<file path="config.mk">
export PLATFORM = sky130hd
export DESIGN_NAME = nibble_serial_adder
export DESIGN_NICKNAME = d
export VERILOG_FILES = /design/src/rtl/nibble_serial_adder_pkg.sv /design/src/rtl/nibble_serial_adder_nibble_adder.sv /design/src/rtl/nibble_serial_adder.sv
export SDC_FILE = /design/constraint.sdc
export NUM_CORES = 1
export LEC_CHECK = 0
export BUFFER_PORTS_ARGS = -buffer_cell sky130_fd_sc_hd__buf_2
export CORE_MARGIN = 10
export CORE_UTILIZATION = 37
export CTS_CLUSTER_SIZE = 25
export DETAILED_ROUTE_END_ITERATION = 8
export GPL_TIMING_DRIVEN = 1
export PLACE_DENSITY = 0.64
export SLEW_MARGIN = 30
export SYNTH_ARGS = -nofsm -noshare
export SYNTH_HDL_FRONTEND = slang
export SYNTH_SLANG_ARGS = --single-unit
</file>
<file path="constraint.sdc">
create_clock -name clk -period 4 [get_ports clk]
set_clock_uncertainty 0.15 [all_clocks]
set_input_delay 0.8 -clock clk [delete_from_list [all_inputs] [get_ports clk]]
set_output_delay 0.8 -clock clk [all_outputs]
set_load 0.02 [all_outputs]
</file>
<file path="src/rtl/nibble_serial_adder_pkg.sv">
// Shared types and constants for the nibble-serial adder: FSM encoding,
// nibble width and the index-width helper.
package nibble_serial_adder_pkg;

  localparam int NIB_W = 4;

  typedef enum logic [1:0] {
    IDLE = 2'd0,
    RUN  = 2'd1,
    DONE = 2'd2
  } state_t;

  // ceil(log2(words)), never less than one bit so WORDS=1 still has an index
  function automatic int idx_width(input int words);
    return (words > 1) ? $clog2(words) : 1;
  endfunction

endpackage

</file>
<file path="src/rtl/nibble_serial_adder_nibble_adder.sv">
// Combinational 4-bit ripple-carry adder built from single-bit full adders;
// also exposes the carry into bit 3 for signed-overflow detection.
module nibble_adder
  import nibble_serial_adder_pkg::*;
(
  input  logic [NIB_W-1:0] a,
  input  logic [NIB_W-1:0] b,
  input  logic             cin,
  output logic [NIB_W-1:0] s,
  output logic             cout,
  output logic             c3
);

  logic [NIB_W:0] w_c;

  assign w_c[0] = cin;

  for (genvar i = 0; i < NIB_W; i++) begin : g_fa
    assign s[i]     = a[i] ^ b[i] ^ w_c[i];
    assign w_c[i+1] = (a[i] & b[i]) | (w_c[i] & (a[i] ^ b[i]));
  end

  assign cout = w_c[NIB_W];
  assign c3   = w_c[NIB_W-1];

endmodule

</file>
<file path="src/rtl/nibble_serial_adder.sv">
// Multi-word adder that walks two WORDS-nibble operands LSB first through a
// single 4-bit adder, one nibble per clock, with valid/ready on both sides.
module nibble_serial_adder
  import nibble_serial_adder_pkg::*;
#(
  parameter int WORDS = 4
) (
  input  logic                   clk,
  input  logic                   reset,
  input  logic                   in_valid,
  output logic                   in_ready,
  input  logic [NIB_W*WORDS-1:0] a,
  input  logic [NIB_W*WORDS-1:0] b,
  input  logic                   c_in,
  output logic                   out_valid,
  input  logic                   out_ready,
  output logic [NIB_W*WORDS-1:0] sum,
  output logic                   c_out,
  output logic                   ovf
);

  localparam int W     = NIB_W * WORDS;
  localparam int IDX_W = idx_width(WORDS);
  localparam logic [IDX_W-1:0] IDX_LAST = IDX_W'(WORDS - 1);
  localparam logic [IDX_W-1:0] IDX_ONE  = IDX_W'(1);

  state_t           r_state, w_next;
  logic [IDX_W-1:0] r_idx;
  logic [W-1:0]     r_a, r_b, r_sum;
  logic             r_carry, r_c_out, r_ovf;

  logic [IDX_W+1:0] w_lsb;
  logic [NIB_W-1:0] w_s;
  logic             w_cout, w_c3;

  assign w_lsb = {r_idx, 2'b00};

  nibble_adder u_nibble_adder (
    .a    (r_a[w_lsb +: NIB_W]),
    .b    (r_b[w_lsb +: NIB_W]),
    .cin  (r_carry),
    .s    (w_s),
    .cout (w_cout),
    .c3   (w_c3)
  );

  // NOTE: sequential state uses non-blocking assignments so every register
  // samples the pre-edge values, independent of statement order.
  always_ff @(posedge clk or posedge reset) begin
    if (reset) r_state <= IDLE;
    else       r_state <= w_next;
  end

  // NOTE: w_next gets a default before the case so no path leaves it
  // unassigned, which would otherwise infer a latch.
  always_comb begin
    w_next = r_state;
    unique case (r_state)
      IDLE:    if (in_valid)          w_next = RUN;
      RUN:     if (r_idx == IDX_LAST) w_next = DONE;
      DONE:    if (out_ready)         w_next = IDLE;
      default:                        w_next = IDLE;
    endcase
  end

  always_ff @(posedge clk or posedge reset) begin
    if (reset) begin
      r_idx   <= '0;
      r_a     <= '0;
      r_b     <= '0;
      r_carry <= 1'b0;
      r_sum   <= '0;
      r_c_out <= 1'b0;
      r_ovf   <= 1'b0;
    end else begin
      case (r_state)
        IDLE: if (in_valid) begin
          r_a     <= a;
          r_b     <= b;
          r_carry <= c_in;
          r_idx   <= '0;
        end
        RUN: begin
          r_sum[w_lsb +: NIB_W] <= w_s;
          r_carry               <= w_cout;
          if (r_idx == IDX_LAST) begin
            r_c_out <= w_cout;
            r_ovf   <= w_c3 ^ w_cout;
          end else begin
            r_idx <= r_idx + IDX_ONE;
          end
        end
        default: ;
      endcase
    end
  end

  assign in_ready  = (r_state == IDLE);
  assign out_valid = (r_state == DONE);
  assign sum       = r_sum;
  assign c_out     = r_c_out;
  assign ovf       = r_ovf;

endmodule
</file>
# == After elaboration in Yosys (flattened, before gate mapping) ==
# Cells that the tools add are included.
# op_classes
addsub,2
eq_ne,7
shifts,4
mux,10
n_bitwise,21
reduce_logical,7
# op_table
operator,count
16-bit by 5-bit indexed part select with 4-bit output,2
16-bit bitwise mux,1
"4-bit by 6-bit variable shift with 16-bit output, first input constant",1
4-bit by 6-bit indexed part select with 16-bit output,1
2-bit 2-to-1 mux,5
1-bit bitwise XOR,9
1-bit bitwise AND,8
"2-bit inequality test, second input constant",3
4-bit negator with 6-bit output,1
2-bit case mux with 3 select lines,1
2-bit AND reduction,3
3-bit AND reduction,2
"2-bit equality test, second input constant",2
1-bit bitwise OR,4
2-bit case mux with 2 select lines,1
"2-bit by 1-bit adder with 2-bit output, second input constant",1
"2-bit by 1-bit equality test with 1-bit output, second input constant",1
2-bit logical NOT,1
"2-bit by 1-bit inequality test with 1-bit output, second input constant",1
1-bit case mux with 2 select lines,1
2-bit nonzero test,1
1-bit 2-to-1 mux,1
# totals
ff_bits,55
in_bits,37
output_inout_bits,20
word_cells,59

# == Depth between registers and ports, before layout ==
# Gate-level depths: netlist (run 1).
# depth
depth_word,11
depth_mapped,10
ltp_nobuf,9

# == Cells and area by module ==
# A second synthesis (run 1) with hierarchy kept.
# unflattened
cells_unflattened,169
hier_area_um2,2577.5
# modules_own_cells
module,instances,cells_per_inst,area_each_um2,seq_area_each_um2
nibble_serial_adder,1,157,2467.4,1376.3
nibble_adder,1,12,110.1,0.0

# == Least setup slack after synthesis (run 1) ==
# No wires, ideal clock.
# synth_path
path_type,register to register
from,reg r_idx[0]
to,reg r_sum[7] (netlist: sum[7])
setup_time_ns,0.125
t_arrival_ns,2.971
t_required_ns,3.725
slack_ns,0.754
path_stages_with_launch,11
path_buffers,1
synth_period_minus_slack_ns,3.246
path_cell_list,dfrtp_1 -> buf_2 -> mux4_2 -> fa_1 -> inv_1 -> fa_1 -> fa_1 -> inv_1 -> fa_1 -> and4b_1 -> mux2_2
# synth_between
elab_chain_len,11
elab_cells_between_ends,23
classes_between,1 x add/sub; 4 x shift; 1 x mux; 17 x bitwise
# synth_lines
element,line_no,text
from (decl),nibble_serial_adder.sv:28,logic [IDX_W-1:0] r_idx;
from (signal assigned),nibble_serial_adder.sv:90,r_idx <= r_idx + IDX_ONE;
16-bit by 5-bit indexed part select with 4-bit output (on tied branches),"nibble_serial_adder.sv:39, nibble_serial_adder.sv:40",
1-bit bitwise XOR,"nibble_serial_adder_nibble_adder.sv:19, nibble_serial_adder_nibble_adder.sv:20",
1-bit bitwise AND,nibble_serial_adder_nibble_adder.sv:20,assign w_c[i+1] = (a[i] & b[i]) | (w_c[i] & (a[i] ^ b[i]));
1-bit bitwise OR,nibble_serial_adder_nibble_adder.sv:20,
1-bit bitwise AND,nibble_serial_adder_nibble_adder.sv:20,
1-bit bitwise OR,nibble_serial_adder_nibble_adder.sv:20,
1-bit bitwise AND,nibble_serial_adder_nibble_adder.sv:20,
1-bit bitwise OR,nibble_serial_adder_nibble_adder.sv:20,
1-bit bitwise XOR,nibble_serial_adder_nibble_adder.sv:19,assign s[i] = a[i] ^ b[i] ^ w_c[i];
4-bit by 6-bit indexed part select with 16-bit output,nibble_serial_adder.sv:84,r_sum[w_lsb +: NIB_W] <= w_s;
16-bit bitwise mux *,nibble_serial_adder.sv:84,
"to (signal, indexed assignment)",nibble_serial_adder.sv:84,
to (decl),nibble_serial_adder.sv:29,"logic [W-1:0] r_a, r_b, r_sum;"
# Mark *: on every way between the ends. The rest lies on a longest branch, timed or not.
# A chain may end at the register's enable or synchronous reset.

# == Worst setup path in the final report (run 1) ==
# Same ends and word-level chain as after synthesis.

==> flow_metrics.py, run 1 <==
metrics = {
    "worst_setup_path": {
        "startpoint_type": "flop",
        "crit_type": "reg2reg",
        "critPathMaxFanout": 11,
        "crit_required_ns": 4.05,
        "reg2reg_slack_ns": 0.60,
        "cp.arrival_ns": 3.45,
        "worst_setup_path_end_kind": "flop",
    },
    "sta": {
        "slew_violations": 0,
        "min_period_ns": 3.40,
        "hold_viol_final": 0,
        "slew_headroom_pct": 63.8,
        "tns_ns": 0,
        "rsz0062_at_grt": "false",
        "whs_ns": 0.344,
        "tightest_slew_ns": 0.543,
        "setup_violations": 0,
        "fmax_ghz": 0.294,
        "finalCritPeriodShare_pct": 85.0,
    },
    "die": {
        "rows": 31,
        "die_area_um2": 11200,
        "ios": 57,
        "initial_utilization_pct": 37.8,
        "die_w_um": 106,
        "core_um2": 7180,
        "die_y_um": 106,
    },
    "synthesis": {
        "ys_warn_count": 0,
        "synth_ff_type": "dfrtp_1",
        "ys_types": 32,
        "synth-edff-count": 0,
        "synth_area_per_cell_um2": 14.4,
        "async_flop_share_pct": 100,
        "seq_area_frac_synth_pct": 50.7,
        "synthCells": 188,
        "syn_area_um2": 2720,
        "synth-seq-cells": 55,
        "syn-num-nets": 235,
    },
    "global_route": {
        "grt_pass1_vias": 1919,
        "grtUsageTotal_pct": 10.8,
        "grt_first_pass_wirelength_um": 9960,
        "antenna_found_initial": 0,
        "grt_overflow": 0,
        "grt_max_degree": 34,
    },
    "power_and_ir_drop": {
        "p_per_area_nw_per_um2": 911,
        "ir_drop_v": 0.000405,
        "power.leakage_uw": 0.00150,
    },
    "clocking": {
        "post-cts-setup-buffers": 0,
        "cts_tree": "yes",
        "cts.clk_slew.worst_paths_ns": 0.10,
        "hold_buffers": 0,
        "cts-root-buf": "clkbuf_8",
        "cts_buffers": 5,
        "h-tree-depth": 2,
        "clkLatencyLatePin_ns": 0.31,
        "cts_resized": 0,
        "cts_sinks": 55,
        "clock_path_buffers": 2,
    },
    "drt": {
        "drtIter0Drc": 62,
        "routed_wl_um": 5750,
        "ant_nets": 0,
        "detail_route.wl_per_cell_um": 16.8,
        "dr_total_vias": 1723,
        "drc": 0,
        "avgViaCountPerCell": 5.02,
        "firstDrtPassIters": 6,
    },
    "flow_run": {
        "maxCapViolations": 0,
    },
    "outcome": {
        "status": "completed",
    },
    "final_layout": {
        "syn2layout_area_growth_pct": 17.2,
        "fin_util_pct": 44.4,
        "num-nets-final": 290,
        "nFillCells": 677,
        "final_layout_size_suffix_gt1_share_pct": 48.4,
        "n_antenna_cell": 0,
    },
    "worst_hold_path": {
        "min_path_type": "reg2reg",
    },
    "placement": {
        "gp_congestion": 0.768,
        "dp_hpwl_um": 4450,
        "port_buffers": 56,
    },
}
## cell type report
cell class / count / area [um2] / area share, %
clock buffers: 6 / 72.6 / 2.28
clock inverters: 2 / 38.8 / 1.22
inverters: 11 / 41.3 / 1.30
multi-input cells: 110 / 1220 / 38.3
flip-flops and latches: 55 / 1380 / 43.2
well taps: 99 / 124 / 3.89
repair buffers: 60 / 310 / 9.75
## where the power goes
| part | internal [uW] | total [uW] | switching, uW |
|---|---|---|---|
| logic | 777 | 1520 | 746 |
| registers | 807 | 1010 | 199 |
| clock network | 189 | 370 | 181 |
## per-stage QoR
step	cells	power [uW]	setup slack (ns)	cell area, um2
after global placement	335	2520	0.632	3070
after global routing	343	3130	0.363	3180
after CTS	343	2940	0.548	3180
after floorplan	188	2150	0.754	2720
after detailed placement	335	2560	0.570	3070
final	343	2900	0.601	3180
## cell usage in the layout, fill, tap and decap left out, types with 2 or more instances in the layout
cell type / synthesis / routed
inv_1: 11 / 10
a211o_1: 2 / 2
buf_4: 1 / 4
fa_1: 4 / 4
dfrtp_1: 55 / 55
nand2b_1: 3 / 3
buf_2: 5 / 56
a32o_1: 8 / 8
and3_1: 2 / 2
and4b_1: 2 / 2
nor2_1: 2 / 2
nor4b_1: 4 / 4
clkbuf_8: 0 / 5
nor2b_1: 5 / 5
nand3b_1: 3 / 3
mux2_1: 2 / 2
mux2_2: 40 / 40
ha_1: 6 / 6
mux4_2: 8 / 8
nor4bb_1: 5 / 5
and3b_1: 2 / 2
and2_1: 4 / 4
## registers in the layout (all words and copies together) (netlist names)
register and flops:
c_out 1, ovf 1, r_b 16, r_a 16
r_carry 1, r_state 2, r_idx 2, sum 16
## cell families after synthesis
kind of cell	share of synthesized area [%]
muxes	24.1
adders and majority gates	5.71
DFF	50.7
buffers and inverters	4.38
xor gates and xnor gates	0.323
AOI/OAI and AO/OA	4.56
and+or+nand+nor	10.3
## critical path, stage by stage, from the launching register on
cell and delay, ns:
dfrtp_1 0.67, mux4_2 0.59, fa_1 0.39, inv_1 0.07
fa_1 0.19, fa_1 0.21, inv_1 0.06, fa_1 0.49
and4b_1 0.21, mux2_2 0.25
## worst paths after layout
kind                            endpoint      from  depth (start not counted)
worst min-delay path              sum[3]    sum[3]                          1
worst min register to register    sum[3]    sum[3]                          1
min in group asynchronous         r_b[9]     reset                          2
worst max register to register    sum[7]  r_idx[0]                          9
max in group asynchronous            ovf     reset                          3
worst max-delay path              sum[7]  r_idx[0]                          9
## synth_stat cells (all sizes together), types with 3 or more instances
library cell / instances / area (um2)
ha: 6 / 75.1
nor3b: 3 / 38.8
nor2b: 5 / 31.3
a32o: 8 / 80.1
inv: 11 / 41.3
nand2b: 3 / 18.8
nor4bb: 5 / 50.1
nand3b: 3 / 22.5
buf: 10 / 70.1
and2: 4 / 25.0
mux4: 8 / 180
mux2: 42 / 473
dfrtp: 55 / 1380
fa: 4 / 80.1
nor4b: 4 / 35.0
## per-layer routing
layer / up-vias / wire [um] / track usage [%]
met5: - / 0 / 0
met4: 0 / 59 / 3.19
met3: 7 / 437 / 3.96
met2: 52 / 2620 / 16.3
met1: 866 / 2630 / 14.3
li1: 798 / - / -
(Power assumes the default switching activity.)
==> run 2: changes to the inputs <==
--- a/config.mk
+++ b/config.mk
@@ -11,7 +11,7 @@
 export CTS_CLUSTER_SIZE = 25
 export DETAILED_ROUTE_END_ITERATION = 8
 export GPL_TIMING_DRIVEN = 1
-export PLACE_DENSITY = 0.64
+export PLACE_DENSITY = 0.66
 export SLEW_MARGIN = 30
 export SYNTH_ARGS = -nofsm -noshare
 export SYNTH_HDL_FRONTEND = slang
==> constraint.sdc (replaced) <==
create_clock -name clk -period 3 [get_ports clk]
set_clock_uncertainty 0.15 [all_clocks]
set_input_delay 0.6 -clock clk [delete_from_list [all_inputs] [get_ports clk]]
set_output_delay 0.6 -clock clk [all_outputs]
set_load 0.02 [all_outputs]
==> flow_metrics.py, run 2 (same netlist as run 1, synthesis figures left out) <==
metrics = {
    "outcome": {
        "status": "completed",
    },
    "worst_setup_path": {
        "critPathSlowestCell": "mux4_2",
        "setup.worst_path.start": "r_idx[0]",
        "endpoint": "sum[7]",
        "startpoint_type": "flop",
        "crit_chain": "mux4_2 > fa_2 > inv_2 > fa_2 > fa_2 > inv_2 > fa_1 > and4b_1 > mux2_2",
        "cp.arrival_ns": 3.05,
        "crit_required_ns": 3.05,
        "cp.depth": 9,
        "reg2reg_from": "r_idx[0]",
        "worst_setup_path_end_kind": "flop",
        "cp_top_family": "adder cells",
        "r2r_cells": 9,
        "critical_path_buf_inv_count": 2,
        "cpPeakStageDelay_ns": 0.53,
        "crit_type": "reg2reg",
        "reg2reg_slack_ns": 0.007,
        "r2r_end": "sum[7]",
        "critPathMaxFanout": 4,
        "critPathMostFrequentCell": "fa_2",
    },
    "power_and_ir_drop": {
        "power.leakage_uw": 0.00154,
        "ir_drop_v": 0.000544,
        "p_per_area_nw_per_um2": 1250,
        "power_uw": 4080,
    },
    "drt": {
        "avgViaCountPerCell": 4.95,
        "met3_length_um": 447,
        "detail_route.wl_per_cell_um": 16.8,
        "drtIter0Drc": 61,
        "drc": 0,
        "routed_wl_um": 5870,
        "wl_met1_um": 2630,
        "top_layer_used": "met4",
        "dr_total_vias": 1728,
        "met2_length_um": 2760,
        "ant_nets": 0,
        "firstDrtPassIters": 4,
    },
    "clocking": {
        "cts_sinks": 55,
        "clkLatencyLatePin_ns": 0.31,
        "h-tree-depth": 2,
        "clock_path_buffers": 2,
        "cts-root-buf": "clkbuf_8",
        "cts.clk_slew.worst_paths_ns": 0.09,
        "cts_tree": "yes",
        "cts_buffers": 5,
    },
    "final_layout": {
        "final_common_cell": "buf_2",
        "n_antenna_cell": 0,
        "final_layout_size_suffix_gt1_share_pct": 52.0,
        "num-nets-final": 296,
        "layout_common_cells": "buf_2, dfrtp_1, mux2_2, buf_4",
        "fin_util_pct": 45.5,
        "syn2layout_area_growth_pct": 20.1,
    },
    "worst_hold_path": {
        "min_path_type": "in2async",
    },
    "die": {
        "core_um2": 7180,
        "die_y_um": 106,
        "rows": 31,
        "initial_utilization_pct": 37.8,
        "ios": 57,
        "die_area_um2": 11200,
        "die_w_um": 106,
    },
    "sta": {
        "slew_headroom_pct": 61.5,
        "fmax_ghz": 0.334,
        "setup_violations": 0,
        "finalCritPeriodShare_pct": 99.8,
        "hold_viol_final": 0,
        "slew_violations": 0,
        "tightest_slew_ns": 0.576,
        "min_period_ns": 2.99,
        "rsz0062_at_grt": "true",
    },
    "global_route": {
        "grtUsageTotal_pct": 10.6,
        "antenna_found_initial": 0,
        "grt_overflow": 0,
        "grt_first_pass_wirelength_um": 9760,
        "grt_max_degree": 33,
        "grt_pass1_vias": 1893,
    },
    "placement": {
        "dp_hpwl_um": 4600,
        "gp_congestion": 0.730,
        "port_buffers": 56,
    },
    "flow_run": {
        "maxCapViolations": 0,
    },
}
-- run 2: area by class of cell --
cell class / count / area, um2
Multi-Input combinational cell: 110 / 1230
Clock inverter: 2 / 60.1
Sequential cell: 55 / 1380
Fill cell: 660 / 3910
Tap cell: 99 / 124
Inverter: 11 / 41.3
Clock buffer: 6 / 72.6
Timing Repair Buffer: 66 / 355
-- run 2: worst register-to-register path, delay by kind of cell (launching register included) --
family | cells | cell delay [ns]
muxes | 2 | 0.78
buffers and inverters | 2 | 0.10
DFF | 1 | 0.40
adders and majority gates | 4 | 1.26
and+or+nand+nor | 1 | 0.20
-- run 2: what timing repair did --
item	4_1_cts	5_1_grt
hold buffers	0	0
resized for setup	0	0
setup endpoints to repair	1	4
buffers inserted	0	1
pin swaps	0	0
-- run 2: power by group --
part           switching, uW  total (uW)  internal, uW
registers                239        1320          1080
clock network            242         575           334
logic                   1050        2190          1130
-- run 2: per-layer routing --
metal | vias up | track usage (%)
li1 | 804 | -
met1 | 868 | 13.6
met2 | 49 | 16.8
met3 | 7 | 3.96
met4 | 0 | 2.32
met5 | - | 0
-- run 2: how the worst min path moves through the flow --
stage	cells past startpoint	from	end	slack (ns)
2_1_floorplan	1	r_a[10]	r_a[10]	0.30
3_3_place_gp	1	r_b[2]	r_b[2]	0.31
3_5_place_dp	1	r_a[10]	r_a[10]	0.32
4_1_cts	2	reset	r_b[8]	0.14
5_1_grt	2	reset	sum[2]	0.16
6_report	2	reset	sum[9]	0.13
-- run 2: through the flow --
| stage | cells | setup TNS (ns) | instance area (um2) | hold WS [ns] | setup WS [ns] |
|---|---|---|---|---|---|
| global route | 349 | -0.162 | 3260 | 0.161 | -0.0775 |
| floorplan | 188 | -0.129 | 2740 | 0.302 | -0.0870 |
| global placement | 340 | 0 | 3120 | 0.315 | 0.0629 |
| CTS | 348 | -0.0219 | 3250 | 0.140 | -0.0219 |
| detailed placement | 340 | -0.0108 | 3120 | 0.324 | -0.0108 |
| finish | 349 | 0 | 3260 | 0.130 | 0.00690 |
